### config.mk
export PLATFORM = sky130hd
export DESIGN_NAME = arm_sequencer
export DESIGN_NICKNAME = d
export VERILOG_FILES = /design/src/rtl/arm_sequencer.sv
export SDC_FILE = /design/constraint.sdc
export NUM_CORES = 1
export LEC_CHECK = 0
export ABC_AREA = 1
export CORE_MARGIN = 1
export CORE_UTILIZATION = 50
export CTS_BUF_LIST = sky130_fd_sc_hd__clkbuf_8 sky130_fd_sc_hd__clkbuf_16
export DETAILED_ROUTE_END_ITERATION = 8
export GPL_ROUTABILITY_DRIVEN = 1
export PLACE_DENSITY = 0.74
export SLEW_MARGIN = 20
export SYNTH_ARGS = -nofsm -noshare
export SYNTH_HDL_FRONTEND = slang
export SYNTH_SLANG_ARGS = --single-unit
### constraint.sdc
create_clock -name clk_i -period 4.05 [get_ports clk_i]
set_input_delay 0.405 -clock clk_i [delete_from_list [all_inputs] [get_ports clk_i]]
set_output_delay 0.405 -clock clk_i [all_outputs]
set_load 0.005 [all_outputs]
### src/rtl/arm_sequencer.sv
// Pick-and-place motion sequencer. It latches a pick pose and a place pose, slews both
// joint angles one degree per step tick toward each pose in turn, and times the gripper
// dwells. It then returns the arm to its home pose.
module arm_sequencer #(
  parameter int unsigned HOME1        = 90,
  parameter int unsigned HOME2        = 90,
  parameter int unsigned ANGLE_MAX    = 180,
  parameter int unsigned STEP_CYCLES  = 1_000_000,
  parameter int unsigned DWELL_CYCLES = 25_000_000
) (
  input  logic        clk_i,
  input  logic        rst_i,
  input  logic        start_i,
  input  logic [31:0] pick1_i,
  input  logic [31:0] pick2_i,
  input  logic [31:0] place1_i,
  input  logic [31:0] place2_i,
  output logic [31:0] xita1_o,
  output logic [31:0] xita2_o,
  output logic        catch_o,
  output logic        busy_o,
  output logic        done_o
);

  localparam int unsigned CntMax = (STEP_CYCLES > DWELL_CYCLES) ? STEP_CYCLES : DWELL_CYCLES;
  localparam int unsigned CntW   = $clog2(CntMax + 1);
  localparam logic [CntW-1:0] StepLast  = CntW'(STEP_CYCLES - 1);
  localparam logic [CntW-1:0] DwellLast = CntW'(DWELL_CYCLES - 1);
  localparam logic [31:0] Home1    = 32'(HOME1);
  localparam logic [31:0] Home2    = 32'(HOME2);
  localparam logic [31:0] AngleMax = 32'(ANGLE_MAX);

  typedef enum logic [2:0] {
    StIdle, StMovePick, StGrip, StMovePlace, StRelease, StMoveHome
  } state_e;

  state_e          state_q, state_d;
  logic [CntW-1:0] cnt_q, cnt_d;
  logic [31:0]     xita1_q, xita1_d, xita2_q, xita2_d;
  logic [31:0]     pick1_q, pick1_d, pick2_q, pick2_d;
  logic [31:0]     place1_q, place1_d, place2_q, place2_d;
  logic            catch_q, catch_d, busy_q, busy_d, done_q, done_d;
  logic [31:0]     tgt1, tgt2;
  logic            at_tgt;

  function automatic logic [31:0] clamp(input logic [31:0] v);
    return (v > AngleMax) ? AngleMax : v;
  endfunction

  // One degree toward the target; holds once there, so no wrap is possible.
  function automatic logic [31:0] step_toward(input logic [31:0] cur, input logic [31:0] tgt);
    if (cur < tgt) return cur + 32'd1;
    if (cur > tgt) return cur - 32'd1;
    return cur;
  endfunction

  // Select the pose the current move state is slewing toward.
  always_comb begin
    tgt1 = Home1;
    tgt2 = Home2;
    case (state_q)
      StMovePick:  begin tgt1 = pick1_q;  tgt2 = pick2_q;  end
      StMovePlace: begin tgt1 = place1_q; tgt2 = place2_q; end
      default:     ;
    endcase
    at_tgt = (xita1_q == tgt1) && (xita2_q == tgt2);
  end

  // Next-state, slew and dwell timing.
  always_comb begin
    state_d  = state_q;
    cnt_d    = cnt_q;
    xita1_d  = xita1_q;
    xita2_d  = xita2_q;
    pick1_d  = pick1_q;
    pick2_d  = pick2_q;
    place1_d = place1_q;
    place2_d = place2_q;
    catch_d  = catch_q;
    done_d   = 1'b0;
    case (state_q)
      StIdle: begin
        if (start_i) begin
          pick1_d  = clamp(pick1_i);
          pick2_d  = clamp(pick2_i);
          place1_d = clamp(place1_i);
          place2_d = clamp(place2_i);
          cnt_d    = '0;
          state_d  = StMovePick;
        end
      end
      StMovePick, StMovePlace, StMoveHome: begin
        if (at_tgt) begin
          cnt_d = '0;
          case (state_q)
            StMovePick: begin
              state_d = StGrip;
              catch_d = 1'b1;
            end
            StMovePlace: begin
              state_d = StRelease;
              catch_d = 1'b0;
            end
            default: begin
              state_d = StIdle;
              done_d  = 1'b1;
            end
          endcase
        end else if (cnt_q == StepLast) begin
          xita1_d = step_toward(xita1_q, tgt1);
          xita2_d = step_toward(xita2_q, tgt2);
          cnt_d   = '0;
        end else begin
          cnt_d = cnt_q + 1'b1;
        end
      end
      StGrip, StRelease: begin
        if (cnt_q == DwellLast) begin
          cnt_d   = '0;
          state_d = (state_q == StGrip) ? StMovePlace : StMoveHome;
        end else begin
          cnt_d = cnt_q + 1'b1;
        end
      end
      default: state_d = StIdle;
    endcase
    busy_d = (state_d != StIdle);
  end

  // State and output registers; reset snaps the arm home with no slew.
  always_ff @(posedge clk_i) begin
    if (rst_i) begin
      state_q  <= StIdle;
      cnt_q    <= '0;
      xita1_q  <= Home1;
      xita2_q  <= Home2;
      pick1_q  <= '0;
      pick2_q  <= '0;
      place1_q <= '0;
      place2_q <= '0;
      catch_q  <= 1'b0;
      busy_q   <= 1'b0;
      done_q   <= 1'b0;
    end else begin
      state_q  <= state_d;
      cnt_q    <= cnt_d;
      xita1_q  <= xita1_d;
      xita2_q  <= xita2_d;
      pick1_q  <= pick1_d;
      pick2_q  <= pick2_d;
      place1_q <= place1_d;
      place2_q <= place2_d;
      catch_q  <= catch_d;
      busy_q   <= busy_d;
      done_q   <= done_d;
    end
  end

  assign xita1_o = xita1_q;
  assign xita2_o = xita2_q;
  assign catch_o = catch_q;
  assign busy_o  = busy_q;
  assign done_o  = done_q;

endmodule

[After elaboration in Yosys (flattened, before gate mapping)]
Index checks and enable logic that the tools add are counted.
Word-level totals
  bits in registers: 223
  bits of input ports: 131
  output and inout bits: 67
  word-level logic and storage cells: 97
Cells by class
  $add $sub $neg: 5
  $lt $le $gt $ge: 8
  equal/unequal tests: 10
  mux-type cells: 45
  bitwise operators: 2
  reduce and logical (&&, ||, !) cells: 16
Operators by type and width (number)
  $mux 32: 12
  $gt 32x8->1 const B: 4
  $pmux 32 s2: 2
  $mux 25: 4
  $pmux 25 s3: 1
  $add 32x1->32 const B: 2
  $eq 32x32->1: 2
  $gt 32x32->1: 2
  $lt 32x32->1: 2
  $sub 32x1->32 const B: 2
  $add 25x1->25 const B: 1
  $eq 25x20->1 const B: 1
  $eq 25x25->1 const B: 1
  $mux 1: 19
  $mux 3: 4
  $pmux 3 s3: 1
  $reduce_and 4->1: 2
  $eq 3x2->1 const B: 2
  $eq 3x3->1 const B: 2
  $pmux 3 s2: 1
  $reduce_bool 2->1: 3
  $reduce_bool 3->1: 2
  $reduce_or 3->1: 2
  $reduce_and 2->1: 2
  8 further kinds: 10

[Depth between registers and ports, before layout]
  word-level depth: 13
  depth in mapped cells: 23
  depth with buffers taken out: 21

[Worst setup path before layout]
No wires, ideal clock.
  kind: reg-to-reg
  from: register state_q[0]
  to: register cnt_q[17]
  setup time: 111 ps
  data arrival time: 2836 ps
  path slack: 1103 ps
  cell stages (with the launch flop): 20
  buffers on the path: 2
  clock period less this slack: 2947 ps
  path through: dfxtp_1 -> inv_2 -> nor3_2 -> clkbuf_1 -> a22oi_1 -> ha_1 -> nand2_1 -> nor2_2 -> inv_2 -> nor2_4 -> nand2_2 -> nor2_8 -> nand2_2 -> nand2_1 -> o21ai_2 -> nor2_4 -> inv_2 -> buf_2 -> nand4_1 -> inv_1
Between the ends
  cells in the longest elaborated chain, start to end: 6
  elaborated cells on any way between the ends: 18
  those cells by class: eq/ne: 8; mux: 4; reduce/logical: 6
Ends and longest elaborated chain
  from (decl): RTL line 37  | state_e state_q, state_d;
  from (signal assigned): RTL line 133  | state_q <= StIdle;
  from (signal assigned): RTL line 145  | state_q <= state_d;
  $eq 3x2->1 / $eq 3x1->1 (equally long branches): RTL line 61, 81
  $pmux 32 s2: RTL line 61  | case (state_q)
  $eq 32x32->1: RTL line 66  | at_tgt = (xita1_q == tgt1) && (xita2_q == tgt2);
  $logic_and 1x1->1: RTL line 66
  $mux 25: RTL line 93  | if (at_tgt) begin
  $pmux 25 s3: RTL line 81  | case (state_q)
  to (signal assigned): RTL line 146  | cnt_q <= cnt_d;
  to (decl): RTL line 38  | logic [CntW-1:0] cnt_q, cnt_d;
Several ways; a longest one is shown, not always the timed one.
A chain may end at the register's enable or synchronous reset.

[Final worst setup path]
  from: register state_q[0]
  to: register xita1_q[23], in the netlist xita1_o[23]
Between the ends
  cells in the longest elaborated chain, start to end: 10
  elaborated cells on any way between the ends: 26
  those cells by class: order compare: 2; eq/ne: 5; mux: 14; bitwise: 1; reduce/logical: 4
Ends and longest elaborated chain
  $eq 3x2->1 / $eq 3x1->1 (equally long branches): RTL line 61, 81
  $pmux 32 s2: RTL line 61
  $gt 32x32->1: RTL line 53  | if (cur > tgt) return cur - 32'd1;
  $mux 1 (2 in series): RTL line 53
  $mux 1: RTL line 109  | end else if (cnt_q == StepLast) begin
  $mux 1: RTL line 93
  $mux 1: RTL line 81
  $reduce_bool 2->1 (no source line)
  $reduce_and 4->1 (no source line)
  to (signal assigned): RTL line 135  | xita1_q <= Home1;
  to (signal assigned): RTL line 147  | xita1_q <= xita1_d;
  to (decl): RTL line 39  | logic [31:0] xita1_q, xita1_d, xita2_q, xita2_d;
Several ways; a longest one is shown, not always the timed one. The select of a mux whose other input is x is not followed.

==> results.py <==
metrics = {
    "outcome": {
        "outcome": "completed",
    },
    "sta": {
        "period_needed_ns": 3.652,
        "fin_hold_ws_ns": 0.2155,
        "timing.max_slew.rel_slack": 0.3877,
        "max_freq_mhz": 273.8,
        "timing.final.setup_violations": 0,
        "worst_pin_slew_ns": 0.9184,
        "finalCritPeriodShare": 0.9017,
        "finClkSkew_ns": 0.01633,
        "final_hold_viol_count": 0,
        "rsz0062_at_grt": "no",
        "tns_ns": 0,
        "report.final.slew_viol_count": 0,
    },
    "synth": {
        "synth_flop_cell": "sky130_fd_sc_hd__dfxtp_1",
        "syn-cell-area_um2": 14850,
        "synth_common_cells": "sky130_fd_sc_hd__nand2_1, sky130_fd_sc_hd__nor2_1, sky130_fd_sc_hd__dfxtp_1, sky130_fd_sc_hd__inv_1, sky130_fd_sc_hd__nand3_1",
        "yosysMostFrequentCell": "sky130_fd_sc_hd__nand2_1",
        "yosysTopAreaCellShare": 0.3006,
        "synth_sequential_area_ratio": 0.3006,
        "post-synth-top-area-cell": "sky130_fd_sc_hd__dfxtp_1",
        "synth_area_per_cell_um2": 6.609,
        "synth_fp_nets": 2447,
        "ys_ff_latch": 223,
        "synthCells": 2247,
        "synth.distinct_cells": 54,
        "synth.area.top_cells": "sky130_fd_sc_hd__dfxtp_1, sky130_fd_sc_hd__nand2_1, sky130_fd_sc_hd__nor2_1",
        "synthesis.yosys.warnings": 0,
        "count_of_flip_flops_with_a_built_in_enable_after_synthesis": 0,
        "synthArstFlopShare": 0,
    },
    "floorplan": {
        "die_h_um": 174.3,
        "num_rows": 62,
        "i_o_pin_count": 198,
        "floorplan.die_area_um2": 30390,
        "placeableCoreArea_um2": 28940,
        "die_w_um": 174.3,
        "start_util": 0.5132,
    },
    "worst_setup_path": {
        "critical-path-slowest-cell": "sky130_fd_sc_hd__dfxtp_1",
        "timing.critical_path.arrival_ns": 4.11,
        "ff2ff_path_depth": 17,
        "crit_path_max_incr_delay_ns": 0.44,
        "critPathLaunchType": "register",
        "critical_path_cell_by_cell": "inv_2 -> nor2_1 -> clkinv_1 -> a221oi_1 -> ha_1 -> nand2_1 -> nor2_1 -> and2_1 -> nand2_1 -> inv_1 -> nand2_1 -> inv_1 -> nand2_1 -> nand2_1 -> nor2_2 -> nand2_1 -> a21oi_1",
        "cp.buffers_inverters": 4,
        "crit_family": "simple AND/OR/NAND/NOR gates",
        "timing.critical_path.to_type": "register",
        "critical-path-top-cell-by-count": "sky130_fd_sc_hd__nand2_1",
        "stages_on_the_worst_setup_path": 17,
        "timing.critical_path.fanout_max": 9,
        "worstPathRequired_ns": 4.50,
        "critPathKind": "register to register",
    },
    "route": {
        "wl_um": 46340,
        "route.detailed.wl_per_inst_um": 16.63,
        "remaining_drc_errors": 0,
        "detail_route.iter0.violations": 1271,
        "post_drt_via_cell_ratio": 5.526,
        "ant_nets": 0,
        "detailedRoute.firstPassIterationCount": 5,
        "vias": 15400,
    },
    "power": {
        "power_density_nw_per_um2": 308.9,
        "leakagePower_uw": 0.007304,
        "irDropWorstVdd_uv": 303.9,
    },
    "clock_tree": {
        "cts.reportedPaths.clkPinSlew_ns": 0.06,
        "holdBufCountCts": 0,
        "cts_max_level": 1,
        "cts-root-buf": "sky130_fd_sc_hd__clkbuf_16",
        "number_of_buffers_created_by_cts": 26,
        "cts_tree": "yes",
        "cts_max_path_buffers": 3,
        "numClockSinks": 223,
        "clk_latency_ns": 0.54,
    },
    "run": {
        "cap_violations": 0,
    },
    "grt": {
        "grt_max_degree": 86,
        "antenna_found_initial": 0,
        "groute.usage.overall": 0.3019,
        "number_of_global_route_vias_before_repair": 14670,
        "grt_overflow": 0,
        "grt_pass1_wl_um": 75330,
    },
    "layout": {
        "synthToLayoutAreaGrowth_pct": 19.51,
        "finish.cell_count_without_fillers": 2786,
        "post_route_cells_drive_above_1_share": 0.05079,
        "fin_nets": 2583,
        "antenna_cells": 0,
        "finish.instance_area_um2": 17750,
    },
    "place": {
        "placed_cells_incl_taps": 2739,
        "portBuffers": 197,
        "detailed_place_hpwl_um": 34080,
        "routabilityCongestion": 0.9640,
        "post_dp_cell_area_um2": 16860,
    },
    "hold_path": {
        "worstHoldPathType": "input port to register",
        "whs_path_depth": 2,
    },
}
==> flip-flops by register name, indices dropped and copies added (netlist names) <==
name and cells:
pick1_q 32, xita1_o 32, done_o 1, catch_o 1, place1_q 32, cnt_q 25, pick2_q 32, state_q 3
busy_o 1, place2_q 32, xita2_o 32
==> layer usage <==
layer / part of all wire / wire (um) / global-route usage
met3: 0.066 / 3069 / 0.03412
met2: 0.47 / 21600 / 0.5078
met4: 0.031 / 1451 / 0.09686
met5: 0 / 0 / 0
met1: 0.44 / 20220 / 0.4015
==> placed cells by master, fill, tap and decap left out, types with 5 or more instances in the layout <==
master / netlist / routed
sky130_fd_sc_hd__a21oi_1: 115 / 115
sky130_fd_sc_hd__a221oi_1: 8 / 8
sky130_fd_sc_hd__a22oi_1: 54 / 54
sky130_fd_sc_hd__buf_4: 7 / 21
sky130_fd_sc_hd__clkbuf_16: 0 / 27
sky130_fd_sc_hd__clkbuf_8: 0 / 6
sky130_fd_sc_hd__clkdlybuf4s50_1: 0 / 196
sky130_fd_sc_hd__clkinv_2: 1 / 8
sky130_fd_sc_hd__dfxtp_1: 223 / 223
sky130_fd_sc_hd__ha_1: 69 / 69
sky130_fd_sc_hd__inv_1: 214 / 214
sky130_fd_sc_hd__inv_2: 5 / 6
sky130_fd_sc_hd__nand2_1: 551 / 551
sky130_fd_sc_hd__nand2_2: 7 / 7
sky130_fd_sc_hd__nand3_1: 157 / 157
sky130_fd_sc_hd__nand3b_1: 24 / 24
sky130_fd_sc_hd__nand4_1: 49 / 49
sky130_fd_sc_hd__nor2_1: 325 / 324
sky130_fd_sc_hd__nor2_2: 9 / 10
sky130_fd_sc_hd__nor3_1: 58 / 58
sky130_fd_sc_hd__nor4_1: 30 / 30
sky130_fd_sc_hd__o211ai_1: 21 / 21
sky130_fd_sc_hd__o21a_1: 5 / 5
sky130_fd_sc_hd__o21ai_0: 50 / 50
sky130_fd_sc_hd__xnor2_1: 20 / 20
sky130_fd_sc_hd__xor2_1: 93 / 93
==> report_power, final <==
group / internal, uW / leakage [uW] / switching [uW]
Combinational: 296 / 0.00505 / 531
Sequential: 2230 / 0.00180 / 22.8
Clock: 1450 / 0.000451 / 959
Total: 3970 / 0.00730 / 1510
==> worst paths after layout <==
path	start	endpoint	slack [ns]
worst max-delay path	state_q[0]	xita1_o[23]	0.40
worst min-delay path	rst_i	xita2_o[18]	0.22
worst max register to register	state_q[0]	xita1_o[23]	0.40
worst min register to register	place2_q[13]	place2_q[13]	0.44
==> timing repair <==
action / in CTS / in global routing
resized for setup: 0 / 1
buffers inserted: 0 / 0
setup endpoints to repair: 0 / 5
==> metrics by stage <==
step	utilization	total power [uW]	worst slack, ns
floorplan	-	2835	1.103
global placement	0.5825	3093	0.4609
detailed placement	0.5825	3107	0.3100
CTS	0.6133	5511	0.2875
global route	0.6134	5697	0.06875
finish	0.6134	5483	0.3982
==> kinds of logic after synthesis <==
kind of cell,after synthesis,synth area share
buffers and inverters,332,0.09799
adder cells (fa/ha/maj),69,0.05813
multiplexers,1,0.0006741
AND/OR/NAND/NOR,1237,0.3649
AO/OA/AOI/OAI,272,0.1110
flip-flops,223,0.3006
XOR/XNOR,113,0.06664
==> final cells by class <==
type                    count  area [um2]
fillers                  2753       11190
multi-input cells        1692        8952
flip-flops and latches    223        4464
repair buffers            217        2120
inverters                 223       842.1
clock buffers              33       758.2
well taps                 384       480.5
clock inverters            14       131.4
Power figures use the tool's default switching activity.
